<file path="config.mk">
export PLATFORM = sky130hd
export DESIGN_NAME = pe_operand_sequencer_flat
export DESIGN_NICKNAME = d
export VERILOG_FILES = /design/src/rtl/pe_operand_sequencer_pkg.sv /design/src/rtl/pe_operand_sequencer_if.sv /design/src/rtl/pe_operand_sequencer.sv /design/src/flat_wrapper.sv
export SDC_FILE = /design/constraint.sdc
export NUM_CORES = 1
export LEC_CHECK = 0
export ABC_AREA = 1
export CAP_MARGIN = 20
export CORE_MARGIN = 2
export CORE_UTILIZATION = 42
export DETAILED_ROUTE_END_ITERATION = 12
export GPL_TIMING_DRIVEN = 0
export PLACE_DENSITY = 0.8
export REMOVE_ABC_BUFFERS = 1
export SYNTH_ARGS = -nofsm -noshare
export SYNTH_HDL_FRONTEND = slang
export SYNTH_SLANG_ARGS = --single-unit
</file>
<file path="constraint.sdc">
create_clock -name clk -period 1.5 [get_ports clk]
set_input_delay 0.3 -clock clk [delete_from_list [all_inputs] [get_ports clk]]
set_output_delay 0.3 -clock clk [all_outputs]
set_load 0.01 [all_outputs]
</file>
<file path="src/rtl/pe_operand_sequencer_pkg.sv">
// pe_operand_sequencer_pkg
// Shared definitions for the PE operand sequencer: datapath widths that
// match the PE register file, and the sequencer FSM state encoding.
package pe_operand_sequencer_pkg;

  localparam int unsigned PE_DATA_W    = 16;
  localparam int unsigned PE_RF_ADDR_W = 4;
  localparam int unsigned PE_LEN_W     = 5;

  typedef enum logic [1:0] {
    ST_IDLE  = 2'd0,
    ST_RUN   = 2'd1,
    ST_DRAIN = 2'd2,
    ST_FIN   = 2'd3
  } seq_state_e;

endpackage

</file>
<file path="src/rtl/pe_operand_sequencer_if.sv">
// pe_operand_sequencer_if
// Bundles the sequencer's three buses:
//   cmd_*            command from the PE control FSM (valid/ready)
//   raddr_*/rdata_*  two combinational register file read ports
//   op_*             operand pair stream to the MAC (valid/ready, last)
//   busy/done        command status
// modport master : the sequencer itself
// modport slave  : its surroundings (control FSM, register file, MAC)
interface pe_operand_sequencer_if
  import pe_operand_sequencer_pkg::*;
#(
  parameter int unsigned DATA_W = PE_DATA_W,
  parameter int unsigned ADDR_W = PE_RF_ADDR_W,
  parameter int unsigned LEN_W  = PE_LEN_W
);

  logic              cmd_valid;
  logic              cmd_ready;
  logic [ADDR_W-1:0] cmd_base_a;
  logic [ADDR_W-1:0] cmd_base_b;
  logic [LEN_W-1:0]  cmd_len;

  logic [ADDR_W-1:0] raddr_a;
  logic [ADDR_W-1:0] raddr_b;
  logic [DATA_W-1:0] rdata_a;
  logic [DATA_W-1:0] rdata_b;

  logic              op_valid;
  logic              op_ready;
  logic [DATA_W-1:0] op_a;
  logic [DATA_W-1:0] op_b;
  logic              op_last;

  logic              busy;
  logic              done;

  modport master (
    input  cmd_valid, cmd_base_a, cmd_base_b, cmd_len,
    output cmd_ready,
    output raddr_a, raddr_b,
    input  rdata_a, rdata_b,
    output op_valid, op_a, op_b, op_last,
    input  op_ready,
    output busy, done
  );

  modport slave (
    output cmd_valid, cmd_base_a, cmd_base_b, cmd_len,
    input  cmd_ready,
    input  raddr_a, raddr_b,
    output rdata_a, rdata_b,
    input  op_valid, op_a, op_b, op_last,
    output op_ready,
    input  busy, done
  );

endinterface

</file>
<file path="src/rtl/pe_operand_sequencer.sv">
// pe_operand_sequencer
// Read-side companion to the PE register file. Takes a command (two base
// addresses and a pair count), walks both read ports over consecutive
// addresses (wrapping modulo 2^ADDR_W), registers each operand pair and
// streams it to the MAC with a valid/ready handshake, flagging the last pair.
// Ports:
//   clk  clock
//   rst  synchronous active-high reset (aborts any command in flight)
//   bus  pe_operand_sequencer_if.master (cmd_*, raddr/rdata, op_*, busy, done)
module pe_operand_sequencer
  import pe_operand_sequencer_pkg::*;
#(
  parameter int unsigned DATA_W = PE_DATA_W,
  parameter int unsigned ADDR_W = PE_RF_ADDR_W,
  parameter int unsigned LEN_W  = PE_LEN_W
) (
  input  logic                    clk,
  input  logic                    rst,
  pe_operand_sequencer_if.master  bus
);

  seq_state_e        state_q, state_d;
  logic [ADDR_W-1:0] ptr_a_q, ptr_b_q;
  logic [LEN_W-1:0]  remaining_q;
  logic              op_valid_q, op_last_q, done_q;
  logic [DATA_W-1:0] op_a_q, op_b_q;

  logic cmd_take;   // command accepted this cycle
  logic ld;         // capture a new pair from the read ports
  logic drain_hs;   // final pair accepted by the MAC
  logic done_d;
  logic last_left;  // the pair being loaded is the final one

  assign last_left = (remaining_q == LEN_W'(1));

  assign bus.raddr_a   = ptr_a_q;
  assign bus.raddr_b   = ptr_b_q;
  assign bus.op_valid  = op_valid_q;
  assign bus.op_a      = op_a_q;
  assign bus.op_b      = op_b_q;
  assign bus.op_last   = op_last_q;
  assign bus.done      = done_q;
  assign bus.busy      = (state_q != ST_IDLE);
  // Held low while rst is asserted so no command is taken during reset.
  assign bus.cmd_ready = (state_q == ST_IDLE) && !rst;

  always_comb begin
    state_d  = state_q;
    cmd_take = 1'b0;
    ld       = 1'b0;
    drain_hs = 1'b0;
    done_d   = 1'b0;
    case (state_q)
      ST_IDLE: begin
        if (bus.cmd_valid && bus.cmd_ready) begin
          cmd_take = 1'b1;
          state_d  = (bus.cmd_len == '0) ? ST_FIN : ST_RUN;
        end
      end
      ST_RUN: begin
        // The output slot is free when empty or being consumed this cycle.
        ld = !op_valid_q || bus.op_ready;
        if (ld && last_left) state_d = ST_DRAIN;
      end
      ST_DRAIN: begin
        if (op_valid_q && bus.op_ready) begin
          drain_hs = 1'b1;
          done_d   = 1'b1;
          state_d  = ST_IDLE;
        end
      end
      ST_FIN: begin
        done_d  = 1'b1;
        state_d = ST_IDLE;
      end
      default: state_d = ST_IDLE;
    endcase
  end

  always_ff @(posedge clk) begin
    if (rst) begin
      state_q <= ST_IDLE;
      done_q  <= 1'b0;
    end else begin
      state_q <= state_d;
      done_q  <= done_d;
    end
  end

  always_ff @(posedge clk) begin
    if (rst) begin
      ptr_a_q     <= '0;
      ptr_b_q     <= '0;
      remaining_q <= '0;
      op_valid_q  <= 1'b0;
      op_last_q   <= 1'b0;
      op_a_q      <= '0;
      op_b_q      <= '0;
    end else begin
      if (cmd_take) begin
        ptr_a_q     <= bus.cmd_base_a;
        ptr_b_q     <= bus.cmd_base_b;
        remaining_q <= bus.cmd_len;
      end
      // rdata is sampled at the same edge as a register file write, so the
      // pre-write contents are captured.
      if (ld) begin
        op_a_q      <= bus.rdata_a;
        op_b_q      <= bus.rdata_b;
        op_valid_q  <= 1'b1;
        op_last_q   <= last_left;
        ptr_a_q     <= ptr_a_q + ADDR_W'(1);
        ptr_b_q     <= ptr_b_q + ADDR_W'(1);
        remaining_q <= remaining_q - LEN_W'(1);
      end
      if (drain_hs) begin
        op_valid_q <= 1'b0;
        op_last_q  <= 1'b0;
      end
    end
  end

endmodule

</file>
<file path="src/flat_wrapper.sv">
// flat-port wrapper written by rule: the top's interface ports become plain ports
module pe_operand_sequencer_flat import pe_operand_sequencer_pkg::*;
#(
  parameter int unsigned DATA_W = PE_DATA_W,
  parameter int unsigned ADDR_W = PE_RF_ADDR_W,
  parameter int unsigned LEN_W  = PE_LEN_W
)
  (clk, rst, bus_cmd_valid, bus_cmd_base_a, bus_cmd_base_b, bus_cmd_len, bus_cmd_ready, bus_raddr_a, bus_raddr_b, bus_rdata_a, bus_rdata_b, bus_op_valid, bus_op_a, bus_op_b, bus_op_last, bus_op_ready, bus_busy, bus_done);
  pe_operand_sequencer_if #(.DATA_W(DATA_W), .ADDR_W(ADDR_W), .LEN_W(LEN_W)) bus_i ();
  input  logic clk;
  input  logic rst;
  input wire logic [$bits(bus_i.cmd_valid)-1:0] bus_cmd_valid;
  input wire logic [$bits(bus_i.cmd_base_a)-1:0] bus_cmd_base_a;
  input wire logic [$bits(bus_i.cmd_base_b)-1:0] bus_cmd_base_b;
  input wire logic [$bits(bus_i.cmd_len)-1:0] bus_cmd_len;
  output wire logic [$bits(bus_i.cmd_ready)-1:0] bus_cmd_ready;
  output wire logic [$bits(bus_i.raddr_a)-1:0] bus_raddr_a;
  output wire logic [$bits(bus_i.raddr_b)-1:0] bus_raddr_b;
  input wire logic [$bits(bus_i.rdata_a)-1:0] bus_rdata_a;
  input wire logic [$bits(bus_i.rdata_b)-1:0] bus_rdata_b;
  output wire logic [$bits(bus_i.op_valid)-1:0] bus_op_valid;
  output wire logic [$bits(bus_i.op_a)-1:0] bus_op_a;
  output wire logic [$bits(bus_i.op_b)-1:0] bus_op_b;
  output wire logic [$bits(bus_i.op_last)-1:0] bus_op_last;
  input wire logic [$bits(bus_i.op_ready)-1:0] bus_op_ready;
  output wire logic [$bits(bus_i.busy)-1:0] bus_busy;
  output wire logic [$bits(bus_i.done)-1:0] bus_done;
  assign bus_i.cmd_valid = bus_cmd_valid;
  assign bus_i.cmd_base_a = bus_cmd_base_a;
  assign bus_i.cmd_base_b = bus_cmd_base_b;
  assign bus_i.cmd_len = bus_cmd_len;
  assign bus_cmd_ready = bus_i.cmd_ready;
  assign bus_raddr_a = bus_i.raddr_a;
  assign bus_raddr_b = bus_i.raddr_b;
  assign bus_i.rdata_a = bus_rdata_a;
  assign bus_i.rdata_b = bus_rdata_b;
  assign bus_op_valid = bus_i.op_valid;
  assign bus_op_a = bus_i.op_a;
  assign bus_op_b = bus_i.op_b;
  assign bus_op_last = bus_i.op_last;
  assign bus_i.op_ready = bus_op_ready;
  assign bus_busy = bus_i.busy;
  assign bus_done = bus_i.done;
  pe_operand_sequencer #(.DATA_W(DATA_W), .ADDR_W(ADDR_W), .LEN_W(LEN_W)) u_core (.clk(clk), .rst(rst), .bus(bus_i));
endmodule
</file>
==> metrics.md, run 1 <==
| Metric | Value |
|---|---|
| Status | finished, final reports clean |
| Post-layout nets | 443 |
| H-tree depth | 2 |
| Commonest non-fill, non-tap cells in the layout | nor2_1 (89), clkdlybuf4s50_1 (48), dfxtp_1 (45) |
| Grt ovf | 0 |
| End of the worst register-to-register path | u_core.bus.op_a[13] |
| Number of routed nets with antenna violations | 0 |
| Worst hold margin | approximately 0.38 ns |
| CP Cell Sequence | clkdlybuf4s50_1 |
| CP Class | reg -> out |
| Seq cells post-synth | 50 |
| Initial Util | between 40% and 50% |
| Gr usage total | around a fifth |
| Mapped Cells | around 300 |
| Antenna violations before repair | 0 |
| Clk sinks | 50 |
| Largest net degree at the start of global routing | between 40 and 50 |
| Hold-critical path endpoint | u_core.remaining_q[4] |
| Slew headroom | around 80% |
| CP max stage cell | clkdlybuf4s50_1 |
| WHS Path Cells | 2 |
| Seq/Total Area, Yosys | between 40% and 50% |
| Layout cells sized above 1 | ~8.7% |
| Max FO, Critical Path | 1 |
| Ports | between 90 and 100 |
| TritonCTS clock tree | done |
| First-pass GRT wire length | ~8400 µm |
| Worst reg2reg path depth | 6 |
| WP data arrival | about 1.1 ns |
| Initial DRC Count | between 90 and 100 |
| Fin util | 67.5% |
| Tcrit/Tclk final | between 90 and 100% |
| First-pass DRT Iterations | 4 |
| Cts bufs inserted | 5 |
| Placeable Area | 0.00504 mm² |
| Area Growth Syn to Fin | 57.4% |
| Die ar. | 0.00574 mm² |
| Critical R2R Launch | u_core.state_q[0] |
| # rows | 26 |
| Post-CTS Hold Fix Bufs | 0 |
| Top delay family on crit path | buffers and inverters |
| DP HPWL | between 3000 and 4000 µm |
| Clock Latency Late Sink | approximately 0.3 ns |
| Final Slew Violations | 0 |
| Yosys Warn Count | 0 |
| Placer Congestion | a little under 0.8 |
| Max stage delay on crit path | 0.53 ns |
| P_leak | about 1.9 nW |
| WL/cell | ~13 µm |
| Maximum vdd drop | 0.632 mV |
| Skew final | 0.00281 ns |
| HP Class | in -> reg |
| Die height | between 70 and 80 µm |
| Vias in the first global route | approximately 1.9k |
| Vias per cell | between 4 and 5 |
| Final Hold Fails | 0 |
| Vias | 2236 |
| Register-to-register path setup slack | approximately 0.12 ns |
| Wirelength, routed | about 5800 µm |
| Crit end category | primary output |
| PD cells | between 1000 and 1500 mW/mm² |
| Final setup viols | 0 |
| Critical path required time | 1.20 ns |
| Root buf cell | clkbuf_8 |
| Leading cell type in the layout, fill and taps excluded | nor2_1 |
| I/O Buffers | 93 |
| Ant diodes | 0 |
| Tmin final | roughly 1.4 ns |
| Synth cell types | 24 |
| Max Cap Viol | 0 |
| Worst-margin pin slew | around 0.30 ns |
| CTS max path bufs | 2 |
| Mean Syn Cell Area | 7.23 µm² |
| Post-route DRC | 0 |
| Crit path buffers/inverters | 1 |
| Die X | roughly 76 µm |
| Post-synthesis cell area | about 0.0022 mm² |
| Reg clk slew, reported paths | ~0.090 ns |
| Hold_sp | rst |
| FMAX | 695 MHz |
| Startpoint types | register |
-- cell families (layout without fill, tap and decap cells) --
kind of cell | after synthesis | count (layout) | share of synthesized area (%)
flip-flops | 50 | 50 | 46.3
AND/OR/NAND/NOR | 155 | 157 | 29.6
XOR/XNOR | 2 | 2 | 0.810
adder cells (fa/ha/maj) | 4 | 4 | 2.31
AO/OA/AOI/OAI | 55 | 55 | 13.2
buffers and inverters | 33 | 123 | 7.75
-- cell type report --
class	instances	area [µm²]
clock inverter	2	60.1
inverter	18	95.1
fill	442	1640
multi-input combinational	218	1040
timing repair buffer	97	1030
clock buffer	6	82.6
tap	70	87.6
sequential	50	1010
-- stage by stage --
stage,setup slack (ns),TNS [ns],instance area [µm²],instances,power (mW)
final,0.0602,0,3400,461,4.21
after global routing,-0.00527,-0.00898,3400,461,4.46
after CTS,0.00427,0,3260,456,4.23
after detailed placement,-1.02,-35.79,3080,447,3.05
after global placement,-1.05,-36.29,3080,447,3.01
after floorplan,-0.00266,-0.00533,2060,284,2.38
-- synthesized netlist by cell type --
library cell  count  share of area, %
o31ai_1           1              0.35
buf_6             5               2.6
nor2_4            1              0.52
nand3b_1          1              0.35
a211oi_1          1              0.35
nor2_1           90                16
nor2_2            1              0.29
nand2_1          41               7.1
o21a_1            2              0.69
nand3_2           1              0.46
a21oi_1           7               1.6
clkbuf_1          7               1.2
buf_2             2              0.46
inv_1            14               2.4
nand3_1          13               3.0
or2_2             1              0.29
nand4_1           5               1.4
buf_4             1              0.35
dfxtp_1          50                46
o21ai_0          44                10
inv_2             4              0.69
xnor2_1           2              0.81
ha_1              4               2.3
nand2_4           1              0.52
-- worst max path at each step --
stage	start	to	slack [ns]	cells past startpoint
floorplan	u_core.state_q[0]	u_core.bus.raddr_a[3]	-0.003	7
global placement	rst	u_core.bus.raddr_b[1]	-1.05	7
detailed placement	rst	u_core.remaining_q[1]	-1.02	7
CTS	u_core.bus.op_a[15]	bus_op_a[15]	0.004	1
global route	u_core.state_q[1]	bus_busy	-0.005	3
finish	u_core.bus.done	bus_done	0.06	1
-- power by group --
part	leakage, nW	total, mW	switching [mW]	internal [mW]
logic	1.40	1.37	0.720	0.646
registers	0.414	1.70	0.148	1.55
clock network	0.0714	1.15	0.439	0.711
-- registers in the layout, summed over array words and instances, names as in the netlist, 2 cells and up --
| register | cells |
|---|---|
| u_core.bus.op_a | 16 |
| u_core.bus.op_b | 16 |
| u_core.remaining_q | 5 |
| u_core.bus.raddr_a | 4 |
| u_core.bus.raddr_b | 4 |
| u_core.state_q | 2 |
-- layer usage --
layer | GRT usage, % | wire length (µm) | share of wire (%) | vias up
met1 | 22.0 | 2520 | 43 | 1029
met3 | 5.42 | 343 | 5.9 | 4
li1 | - | - | - | 1140
met2 | 34.1 | 2920 | 50 | 63
met5 | 0 | 0 | 0 | -
met4 | 6.24 | 32 | 0.55 | 0
-- repair_timing --
action,CTS,global route
pin swaps,2,3
setup buffers,0,4
cloned,1,1
gates resized for setup,33,39
setup endpoints to repair,62,47
No activity file was read; power rests on OpenSTA's default activity.
==> inputs of run 2 (changes only) <==
--- a/config.mk
+++ b/config.mk
@@ -5,13 +5,13 @@
 export SDC_FILE = /design/constraint.sdc
 export NUM_CORES = 1
 export LEC_CHECK = 0
-export ABC_AREA = 1
+export ABC_AREA = 0
 export CAP_MARGIN = 20
 export CORE_MARGIN = 2
-export CORE_UTILIZATION = 42
+export CORE_UTILIZATION = 41
 export DETAILED_ROUTE_END_ITERATION = 12
 export GPL_TIMING_DRIVEN = 0
-export PLACE_DENSITY = 0.8
+export PLACE_DENSITY = 0.79
 export REMOVE_ABC_BUFFERS = 1
 export SYNTH_ARGS = -nofsm -noshare
 export SYNTH_HDL_FRONTEND = slang
==> metrics.md, run 2 <==
| Metric | Value |
|---|---|
| Status | finished, final reports clean |
| Async S/R FF share, synth | 0% |
| Largest net degree at the start of global routing | 33 |
| Combinational share of power | about a third |
| Reg power frac | ~44% |
| Die ar. | between 0.005 and 0.006 mm² |
| Cell taking the most area after synthesis | dfxtp_1 |
| Startpoint types | register |
| P_leak | 1.74 nW |
| Crit end category | primary output |
| Initial Util | 43.1% |
| Non-filler instance count after layout | approximately 430 |
| Area Growth Syn to Fin | 66.1% |
| Synth area leaders | dfxtp_1 (48%), nand2_1 (14%), a21oi_1 (11%) |
| CP Class | reg -> out |
| Max stage delay on crit path | approximately 0.38 ns |
| TritonCTS clock tree | done |
| Main combinational cell family by area after synthesis | simple AND/OR/NAND/NOR gates |
| Commonest non-fill, non-tap cells in the layout | nand2_1 (78), dfxtp_1 (47), a21oi_1 (46), clkdlybuf4s50_1 (46), dlymetal6s2s_1 (24) |
| Final Cell Area | roughly 0.0034 mm² |
| Top delay family on crit path | flip-flops |
| Number of routed nets with antenna violations | 0 |
| Cts bufs inserted | 5 |
| Critical path required time | roughly 1.2 ns |
| Seq/Total Area, Yosys | between 40 and 50% |
| Clock power frac | 22.5% |
| Final setup viols | 0 |
| Clk sinks | 50 |
| Gr usage total | 22.6% |
| Layout cells sized above 1 | between 10% and 20% |
| Ant diodes | 0 |
| First-pass DRT Iterations | 4 |
| Worst hold margin | 0.353 ns |
| Placement Cell Area | between 0.003 and 0.004 mm² |
| Post-Route Setup TNS | 0 ns |
| Vias per cell | 5.10 |
| Synth cell types | 41 |
| Post-Synth XOR/XNOR Area | 0% |
| Max Cap Viol | 0 |
| CTS max path bufs | 2 |
| I/O Buffers | slightly above 90 |
| Sw Share | about a third |
| WP data arrival | about 1.2 ns |
| Post-synth EDFFs | 0 |
| # rows | 25 |
| Final Slew Violations | 0 |
| Antenna violations before repair | 0 |
| Final Hold Fails | 0 |
| Mean Syn Cell Area | 8.21 µm² |
| Place WS | -0.960 ns |
| H-tree depth | 2 |
| DP HPWL | around 3700 µm |
| Area share of the largest cell type after synthesis | roughly half |
| Mux contribution to synthesized area | 0% |
| Top cells by count, synth | nand2_1 (78), dfxtp_1 (50), a21oi_1 (46) |
| Count leader, synth | nand2_1 |
| RSZ-0062 raised after global routing | true |
| Placer Congestion | 0.795 |
| CP max stage cell | dfxtp_4 |
| Internal | ~2.4 mW |
| Placeable Area | 0.00482 mm² |
| Sw Pwr | between 1 and 1.5 mW |
| Ports | 94 |
| Synth Area in Adders | between 2 and 2.5% |
| Tmin final | 1.46 ns |
| Skew final | ~0.0067 ns |
| Top_reg_cell synth | dfxtp_1 |
| Slew headroom | 74.5% |
| Maximum vdd drop | between 0.6 and 0.7 mV |
| Seq cells post-synth | 50 |
| Crit path buffers/inverters | 1 |
| Initial DRC Count | 64 |
| CP Cell Sequence | or2_1 > clkdlybuf4s15_1 |
| Root buf cell | clkbuf_8 |
| Leading cell type in the layout, fill and taps excluded | nand2_1 |
| Vias in the first global route | slightly above 2k |
| Die height | about 75 µm |
| Cells after DPL | approximately 400 |
| HP Class | in -> reg |
| FMAX | 685 MHz |
| First-pass GRT wire length | between 9000 and 10000 µm |
| Mapped Cells | 253 |
| Post-layout nets | about 420 |
| Die X | between 70 and 80 µm |
| Grt ovf | 0 |
| Reg clk slew, reported paths | 0.09 ns |
| Post-synthesis cell area | about 0.0021 mm² |
| Worst-margin pin slew | between 0.3 and 0.4 ns |
| Wirelength, routed | about 6400 µm |
| Max FO, Critical Path | 6 |
| Total Power | between 3 and 4 mW |
| PD cells | between 1000 and 1500 mW/mm² |
| Yosys Warn Count | 0 |
| Fin util | a little under three quarters |
| Tcrit/Tclk final | 97.3% |
| Clock Latency Late Sink | ~0.3 ns |
| Compound-Gate Fraction of Synth Area | ~20% |
| Synth Area in Simple Gates | 24.3% |
| WL/cell | approximately 15 µm |
| Post-route DRC | 0 |
| Vias | 2207 |
| Worst setup margin | roughly 0.041 ns |
## run 2: final timing paths
kind | startpoint | depth (start not counted) | endpoint | slack (ns)
worst min register to register | u_core.bus.op_last | 2 | u_core.bus.op_last | 0.45
worst max-delay path | u_core.state_q[0] | 2 | bus_busy | 0.04
worst min-delay path | rst | 2 | u_core.bus.op_a[13] | 0.35
worst max register to register | u_core.state_q[1] | 6 | u_core.remaining_q[4] | 0.05
## run 2: kinds of logic (layout without fill, tap and decap cells)
kind of cell	count (synthesis)	count (layout)
AND/OR/NAND/NOR	109	114
adder cells (fa/ha/maj)	4	4
flip-flops	50	50
buffers and inverters	21	129
AO/OA/AOI/OAI	69	69
## run 2: worst register-to-register path: stages, from the launching register on
cell and delay [ns]:
dfxtp_4 0.37, buf_4 0.14, nor4b_4 0.30, buf_4 0.18, a21oi_4 0.05, a21oi_1 0.15, o221a_1 0.20
## run 2: repair_timing
item | in CTS | in global routing
pin swaps | 5 | 1
gates resized for setup | 43 | 28
setup endpoints to repair | 68 | 28
setup buffers | 16 | 5
hold buffers | 0 | 0
cloned | 5 | 0
## run 2: final cells by class
type | count | area (µm²)
fillers | 406 | 1370
flip-flops and latches | 50 | 1010
multi-input cells | 187 | 1070
repair buffers | 115 | 1160
inverters | 6 | 22.5
well taps | 67 | 83.8
clock buffers | 6 | 82.6
clock inverters | 2 | 12.5
## run 2: power by group through the flow
| stage | clock network [mW] | logic [mW] | registers (mW) |
|---|---|---|---|
| detailed placement | 0 | 1.00 | 1.62 |
| global route | 0.878 | 1.30 | 1.61 |
| global placement | 0 | 0.983 | 1.61 |
| CTS | 0.834 | 1.18 | 1.58 |
| floorplan | 0 | 0.429 | 1.66 |
| finish | 0.809 | 1.20 | 1.59 |
## run 2: per-layer routing
layer,vias up,track usage (%),routed length (µm)
met5,-,0,0
li1,1093,-,-
met4,0,9.75,146
met3,15,6.43,450
met1,1016,28.3,2590
met2,83,36.5,3160
==> inputs of run 3 (changes only) <==
--- a/config.mk
+++ b/config.mk
@@ -6,13 +6,13 @@
 export NUM_CORES = 1
 export LEC_CHECK = 0
 export ABC_AREA = 0
-export CAP_MARGIN = 20
-export CORE_MARGIN = 2
+export CORE_MARGIN = 1.5
 export CORE_UTILIZATION = 41
 export DETAILED_ROUTE_END_ITERATION = 12
 export GPL_TIMING_DRIVEN = 0
 export PLACE_DENSITY = 0.79
 export REMOVE_ABC_BUFFERS = 1
+export SKIP_LAST_GASP = 1
 export SYNTH_ARGS = -nofsm -noshare
 export SYNTH_HDL_FRONTEND = slang
 export SYNTH_SLANG_ARGS = --single-unit
==> metrics.md, run 3 (synthesized netlist as in run 2, its figures left out) <==
| Metric | Value |
|---|---|
| Status | finished, final reports clean |
| Top delay family on crit path | buffers and inverters |
| Vias in the first global route | slightly below 2k |
| Crit path buffers/inverters | 1 |
| Placer Congestion | around 0.77 |
| DP HPWL | about 3600 µm |
| Skew final | 0.00476 ns |
| CP Class | reg -> out |
| Post-CTS Hold Fix Bufs | 0 |
| Clock Latency Late Sink | 0.30 ns |
| HP Class | in -> reg |
| Worst setup margin | roughly 0.037 ns |
| Final setup viols | 0 |
| Initial DRC Count | 60 |
| Fin util | 70.2% |
| Ports | 94 |
| P_leak | approximately 1.7 nW |
| Root buf cell | clkbuf_8 |
| Slew headroom | 76.9% |
| Commonest non-fill, non-tap cells in the layout | nand2_1 (78), clkdlybuf4s50_1 (51), a21oi_1 (46), dfxtp_1 (46), dlymetal6s2s_1 (28) |
| Tcrit/Tclk final | about 100% |
| RSZ-0062 raised after global routing | true |
| Placement Cell Area | 0.00303 mm² |
| Ant diodes | 0 |
| CP Cell Sequence | clkdlybuf4s50_1 |
| WL/cell | between 10 and 15 µm |
| WHS Path Cells | 2 |
| CP max stage cell | clkdlybuf4s50_1 |
| Tmin final | about 1.5 ns |
| Final Hold Fails | 0 |
| Vias | around 2.1k |
| Post-Route Setup TNS | 0 ns |
| Leading cell type in the layout, fill and taps excluded | nand2_1 |
| Gr usage total | a little over a fifth |
| Die X | roughly 74 µm |
| First-pass DRT Iterations | 4 |
| Die ar. | ~0.0055 mm² |
| WP data arrival | about 1.2 ns |
| Worst-margin pin slew | about 0.35 ns |
| Reg clk slew, reported paths | about 0.090 ns |
| Startpoint types | register |
| Post-route DRC | 0 |
| First-pass GRT wire length | slightly above 9000 µm |
| Area Growth Syn to Fin | 61.7% |
| Wirelength, routed | roughly 6000 µm |
| Layout cells sized above 1 | between 10% and 20% |
| Post-layout nets | 404 |
| Final Slew Violations | 0 |
| Clk sinks | 50 |
| Vias per cell | 5.09 |
| PD cells | between 1000 and 1500 mW/mm² |
| Antenna violations before repair | 0 |
| Max stage delay on crit path | approximately 0.53 ns |
| Final Cell Area | 0.00336 mm² |
| Critical path required time | 1.20 ns |
| Total Power | around 3.6 mW |
| Maximum vdd drop | just over 0.6 mV |
| TritonCTS clock tree | done |
| FMAX | between 600 and 700 MHz |
| Number of routed nets with antenna violations | 0 |
| Cts bufs inserted | 5 |
| Worst path depth | 1 |
| CTS max path bufs | 2 |
| Place WS | -0.967 ns |
| Max FO, Critical Path | 2 |
| Placeable Area | about 0.0048 mm² |
| Initial Util | 43.4% |
| H-tree depth | 2 |
| I/O Buffers | between 90 and 100 |
| Largest net degree at the start of global routing | 42 |
| Die height | between 70 and 80 µm |
| # rows | 25 |
| Worst reg2reg path depth | 6 |
| Max Cap Viol | 0 |
| Grt ovf | 0 |
| Crit end category | primary output |
## run 3: cell types whose count changed in the layout (fill, tap and decap cells not counted), sizes merged
cell,delta
buf,-14
bufinv,+1
clkbuf,+2
clkdlybuf4s15,-1
clkdlybuf4s50,+5
clkinv,-1
clkinvlp,-1
dlygate4sd2,-9
dlymetal6s2s,+4
## run 3: power breakdown
group / switching [mW] / leakage (nW) / internal [mW]
clock network: 0.442 / 0.0524 / 0.500
registers: 0.107 / 0.411 / 1.48
logic: 0.572 / 1.23 / 0.531
## run 3: worst paths after layout
kind / slack, ns / startpoint / to
setup / recovery: 0.04 / u_core.bus.op_b[7] / bus_op_b[7]
hold / removal: 0.38 / rst / u_core.bus.op_a[9]
setup reg to reg: 0.04 / u_core.state_q[0] / u_core.remaining_q[4]
hold reg to reg: 0.45 / u_core.bus.op_b[14] / u_core.bus.op_b[14]
## run 3: layout make-up
cell class	count	area, µm²
clock buffer	7	76.3
inverter	6	22.5
fill	406	1430
sequential	50	1010
timing repair buffer	101	1060
tap	67	83.8
multi-input combinational	187	1070
clock inverter	1	30.0
## run 3: routing by layer
layer | vias up | GRT usage (%) | wire (µm)
met5 | - | 0 | 0
met4 | 0 | 5.76 | 70
met3 | 8 | 5.56 | 387
met2 | 73 | 36.2 | 2900
met1 | 984 | 27.8 | 2650
li1 | 1068 | - | -
## run 3: metrics by stage
stage	hold slack [ns]	cells
after floorplan	0.368	238
after global placement	0.441	398
after detailed placement	0.446	399
after CTS	0.379	417
after global routing	0.401	419
final	0.384	419
## run 3: repair_timing
action,4_1_cts,5_1_grt
cloned,5,0
pin swaps,4,0
setup endpoints to repair,60,71
setup buffers,5,2
resized for setup,31,36
==> variant 1, RTL diff (flow settings as in run 1) <==
Encoding of `seq_state_e`: now one-hot (4 bits for 4 states).
--- a/src/rtl/pe_operand_sequencer_pkg.sv
+++ b/src/rtl/pe_operand_sequencer_pkg.sv
@@ -7,11 +7,11 @@
   localparam int unsigned PE_RF_ADDR_W = 4;
   localparam int unsigned PE_LEN_W     = 5;
 
-  typedef enum logic [1:0] {
-    ST_IDLE  = 2'd0,
-    ST_RUN   = 2'd1,
-    ST_DRAIN = 2'd2,
-    ST_FIN   = 2'd3
+  typedef enum logic [3:0] {
+    ST_IDLE  = 4'b0001,
+    ST_RUN   = 4'b0010,
+    ST_DRAIN = 4'b0100,
+    ST_FIN   = 4'b1000
   } seq_state_e;
 
 endpackage
Formal check against the unedited RTL: same outputs for any inputs over 10 cycles, from zero or initial values and one cycle with rst high; not proved beyond that.
==> variant 1 against run 1 <==
  * Combinational power is 33% higher
  * Synthesized cell count is 4.7% higher
  * Hold slack worse by 26 ps
  * Cell area is 2.7% higher
  * Synthesized area is 4.0% higher
  * Sequential cell count is 2 higher
  * Total power is 5.4% higher
  * Wire length is 1.6% higher
  * Worst setup slack worse by 31 ps
==> variant 1: results (changes against run 1) <==
number of DRC markers in iteration 0 - 65 (-33%)
Cells after DPL - 462 (+3.4%)
gate count after technology mapping - 313 (+4.7%)
run status - finished clean
number of global-route vias before repair - 2202 (+14%)
Vias/cell - 4.84 (-0.14%)
total leakage power - 1.83 nW (-3.0%)
fill cell instance count of the final layout - 444 (+0.45%)
fraction of power spent switching nets - 36.9% (+5.8 points)
Finished Layout Cells - 479 (+3.9%)
peak fanout along the critical path - 2 (+1)
Most used DFF post-synth - sky130_fd_sc_hd__dfxtp_1
wire length of the first global-routing pass - 9.75 mm (+15%)
transition at the pin with the smallest max-transition slack - 338 ps (+42.5 ps)
gpl congestion - 0.802 (+1.8%)
number of buffers created by CTS - 5 (unchanged)
maximum VDD drop - 711 µV (+13%)
GR Util All Layers - 19.8% (+0.67 points)
Clock Skew - 3.20 ps (+0.391 ps)
critical path data arrival time - 1170 ps (+30 ps)
share of final-layout standard cells stronger than drive strength 1 - 10.0% (+1.3 points)
proportion of register bits with asynchronous set or reset after synthesis - 0% (unchanged)
largest incremental delay on the critical path - 540 ps
setup_tns - 0 ps (unchanged)
Synth Area in XOR/XNOR - 2.73% (+1.9 points)
most common library cells after synthesis - sky130_fd_sc_hd__nand2_1 (105), sky130_fd_sc_hd__dfxtp_1 (52), sky130_fd_sc_hd__a21oi_1 (41)
HPWL after DPL - 3.83 mm (+3.9%)
DRT Wirelength - 5.90 mm (+1.6%)
Compound-Gate Fraction of Synth Area - 13.1% (-0.061 points)
share of synthesized cell area in full adder, half adder and majority cells - 2.23% (-0.089 points)
post-synthesis sequential area ratio - 46.3% (about the same)
synth top area cells - sky130_fd_sc_hd__dfxtp_1 (46%), sky130_fd_sc_hd__nand2_1 (18%), sky130_fd_sc_hd__a21oi_1 (9.1%)
pin count of the biggest net entering global routing - 42 (-11%)
## variant 1: metal layers
layer / share of wire, % / track usage (%) / vias to the layer above
li1: - / - / 1189
met2: 48 / 33.1 / 79
met4: 0.64 / 4.64 / 0
met1: 41 / 23.1 / 1047
met3: 11 / 9.18 / 5
met5: 0 / 0 / -
## variant 1: worst paths after layout
| check | endpoint | from | slack [ps] | cells after the start |
|---|---|---|---|---|
| setup / recovery | bus_op_a[3] | u_core.bus.op_a[3] | 30 | 1 |
| hold / removal | u_core.bus.op_b[7] | rst | 350 | 2 |
| setup reg to reg | u_core.remaining_q[2] | u_core.state_q[1] | 110 | 8 |
| hold reg to reg | u_core.bus.op_b[12] | u_core.bus.op_b[12] | 460 | 2 |
## variant 1: timing repair
action / 4_1_cts / 5_1_grt
cloned: 1 / 1
pin swaps: 2 / 3
setup buffers: 2 / 5
hold buffers: 0 / 0
resized for setup: 42 / 34
endpoints found under the setup margin: 72 / 34
## variant 1: area by class of cell
cell class | instances | area (µm²) | area share (%)
multi-input cells | 226 | 1120 | 32.2
flip-flops and latches | 52 | 1050 | 29.9
repair buffers | 101 | 1030 | 29.5
inverters | 22 | 113 | 3.22
well taps | 70 | 87.6 | 2.51
clock buffers | 6 | 82.6 | 2.36
clock inverters | 2 | 10.0 | 0.286
## variant 1: cells by family (layout without fill, tap and decap cells)
| logic type | Yosys count | in the layout |
|---|---|---|
| flops | 52 | 52 |
| compound gates | 58 | 58 |
| buf+inv | 37 | 131 |
| simple gates | 155 | 157 |
| fa+ha+maj | 4 | 4 |
| xor+xnor | 7 | 7 |
## variant 1: power by group through the flow
| stage | clock network (W) | logic [W] | registers, W |
|---|---|---|---|
| 6_report | 0.000811 | 0.00182 | 0.00181 |
| 5_1_grt | 0.000884 | 0.00206 | 0.00184 |
| 4_1_cts | 0.000841 | 0.00169 | 0.00180 |
| 3_5_place_dp | 0 | 0.00169 | 0.00183 |
| 3_3_place_gp | 0 | 0.00164 | 0.00182 |
| 2_1_floorplan | 0 | 0.000898 | 0.00187 |
## variant 1: metrics by stage
step | power (W) | worst slack, ps | instance area [µm²] | hold slack [ps]
final | 0.00444 | 29.2 | 3490 | 350
after global routing | 0.00479 | -30.6 | 3490 | 358
after CTS | 0.00433 | 0.846 | 3330 | 345
after detailed placement | 0.00351 | -1450 | 3200 | 454
after global placement | 0.00346 | -1920 | 3180 | 450
after floorplan | 0.00277 | -194 | 2160 | 369
==> variant 2, RTL diff (flow settings as in run 1) <==
Without the edit above. Set the package constant `PE_LEN_W` to 10 (it was 5).
--- a/src/rtl/pe_operand_sequencer_pkg.sv
+++ b/src/rtl/pe_operand_sequencer_pkg.sv
@@ -5,7 +5,7 @@
 
   localparam int unsigned PE_DATA_W    = 16;
   localparam int unsigned PE_RF_ADDR_W = 4;
-  localparam int unsigned PE_LEN_W     = 5;
+  localparam int unsigned PE_LEN_W     = 10;
 
   typedef enum logic [1:0] {
     ST_IDLE  = 2'd0,
Ports: changed (resized bus_cmd_len); port bits go from 94 to 99. No check against the original RTL was run, so the function may have changed too.
==> variant 2 against run 1 <==
  * Synthesized area is 14% higher
  * Sequential cell count is 5 higher
  * Critical path depth is 3 higher
  * Wire length is 30% higher
  * Die area is 14% higher
  * Worst setup slack worse by 51 ps
  * Sequential share of layout area is 0.23 points lower
  * Cell area is 12% higher
  * Hold slack worse by 27 ps
  * Non-clock buffer count is 13 higher
  * Largest cell class unchanged
Power is not compared: it rests on default switching activity, and its combinational part moved more than twofold at a synthesized area within 25%.
==> variant 2: results (changes against run 1) <==
synth top area cells - sky130_fd_sc_hd__dfxtp_1 (45%), sky130_fd_sc_hd__nor2_1 (14%), sky130_fd_sc_hd__o21ai_0 (7.3%)
Cells after DPL - 499 (+12%)
number of DRC markers in iteration 0 - 141 (+45%)
Clock Skew - 11.7 ps (+8.86 ps)
post-synthesis sequential area ratio - 44.5% (-1.8 points)
proportion of register bits with asynchronous set or reset after synthesis - 0% (unchanged)
run status - finished clean
wl on met1 - 3.14 mm (+25%)
pin count of the biggest net entering global routing - 27 (-43%)
number of buffer cells added on primary ports - 98 (+5.4%)
HPWL after DPL - 4.22 mm (+15%)
GR Util All Layers - 23.6% (+4.5 points)
DRT Wirelength - 7.57 mm (+30%)
peak fanout along the critical path - 5 (+4)
register-to-register setup slack - 80 ps (-40 ps)
transition at the pin with the smallest max-transition slack - 699 ps (+404 ps)
number of buffers created by CTS - 5 (unchanged)
number of global-route vias before repair - 2492 (+29%)
fill cell instance count of the final layout - 537 (+21%)
share of final-layout standard cells stronger than drive strength 1 - 12.1% (+3.4 points)
iteration count of the initial detailed-routing pass - 4 (unchanged)
maximum VDD drop - 758 µV
buffers from clock root to sink, at most - 2 (unchanged)
most common library cells after synthesis - sky130_fd_sc_hd__nor2_1 (89), sky130_fd_sc_hd__dfxtp_1 (55), sky130_fd_sc_hd__nand2_1 (46)
Vias/cell - 5.08 (+4.8%)
final-stage net count - 512 (+16%)
Cell variety after synth - 30 (+25%)
critical path data arrival time - 1190 ps (+50 ps)
routed length on met3 - 686 µm (+100%)
gpl congestion - 0.820 (+4.1%)
highest routed metal layer - met4
via count - 2674 (+20%)
mean post-synth cell area - 7.13 µm² (-1.4%)
amount of wire on met2 after detailed routing - 3.63 mm (+25%)
wire length of the first global-routing pass - 11.8 mm (+40%)
[variant 2: final timing paths]
kind	startpoint	end	cells past startpoint
min reg2reg	u_core.bus.op_last	u_core.bus.op_last	2
min	rst	u_core.remaining_q[5]	2
max reg2reg	u_core.bus.op_valid	u_core.remaining_q[2]	8
max	u_core.state_q[1]	bus_cmd_ready	4
[variant 2: kinds of logic (layout without fill, tap and decap cells)]
group	Yosys count	in the layout	synth area share, %
xor+xnor	2	2	0.708
fa+ha+maj	4	4	2.02
compound gates	72	72	15.4
flops	55	55	44.5
simple gates	168	174	28.2
buf+inv	46	147	9.10
[variant 2: layer usage]
layer,GRT usage (%),vias up
met5,0,-
met2,41.8,112
li1,-,1343
met4,6.61,0
met1,28.6,1210
met3,5.56,9
[variant 2: metrics by stage]
stage	hold WS, ps	area [µm²]	power (W)	setup WS [ps]	TNS [ps]
floorplan	369	2350	0.00388	-336	-2900
detailed placement	465	3420	0.00517	-2150	-72530
global placement	460	3420	0.00509	-2170	-73390
finish	350	3800	0.00647	9.60	0
CTS	328	3630	0.00624	-22.7	-42.8
global route	357	3800	0.00698	-51.1	-107
[variant 2: power by group]
group / internal (W) / switching [W] / total [W]
Combinational: 0.00136 / 0.00189 / 0.00326
Clock: 0.000489 / 0.000478 / 0.000966
Sequential: 0.00194 / 0.000312 / 0.00225
[variant 2: final cells by class]
type                    instances  area (µm²)  area share, %
clock inverters                 2        37.5          0.989
clock buffers                   5        68.8           1.81
repair inverters                2        10.0          0.264
inverters                      28         111           2.93
repair buffers                110        1070           28.1
multi-input cells             252        1300           34.1
flip-flops and latches         55        1110           29.4
well taps                      72        90.1           2.37
[variant 2: timing repair]
item | 4_1_cts | 5_1_grt
gates cloned | 6 | 2
endpoints found under the setup margin | 84 | 41
pin swaps | 2 | 9
gates resized for setup | 63 | 36
buffers inserted | 2 | 10
[variant 2: worst max-delay path, stage by stage, from the launching register on]
cell and delay (ps):
sky130_fd_sc_hd__dfxtp_4 380, sky130_fd_sc_hd__nor2_4 190, sky130_fd_sc_hd__inv_2 80, sky130_fd_sc_hd__nor2_4 140
sky130_fd_sc_hd__buf_6 110
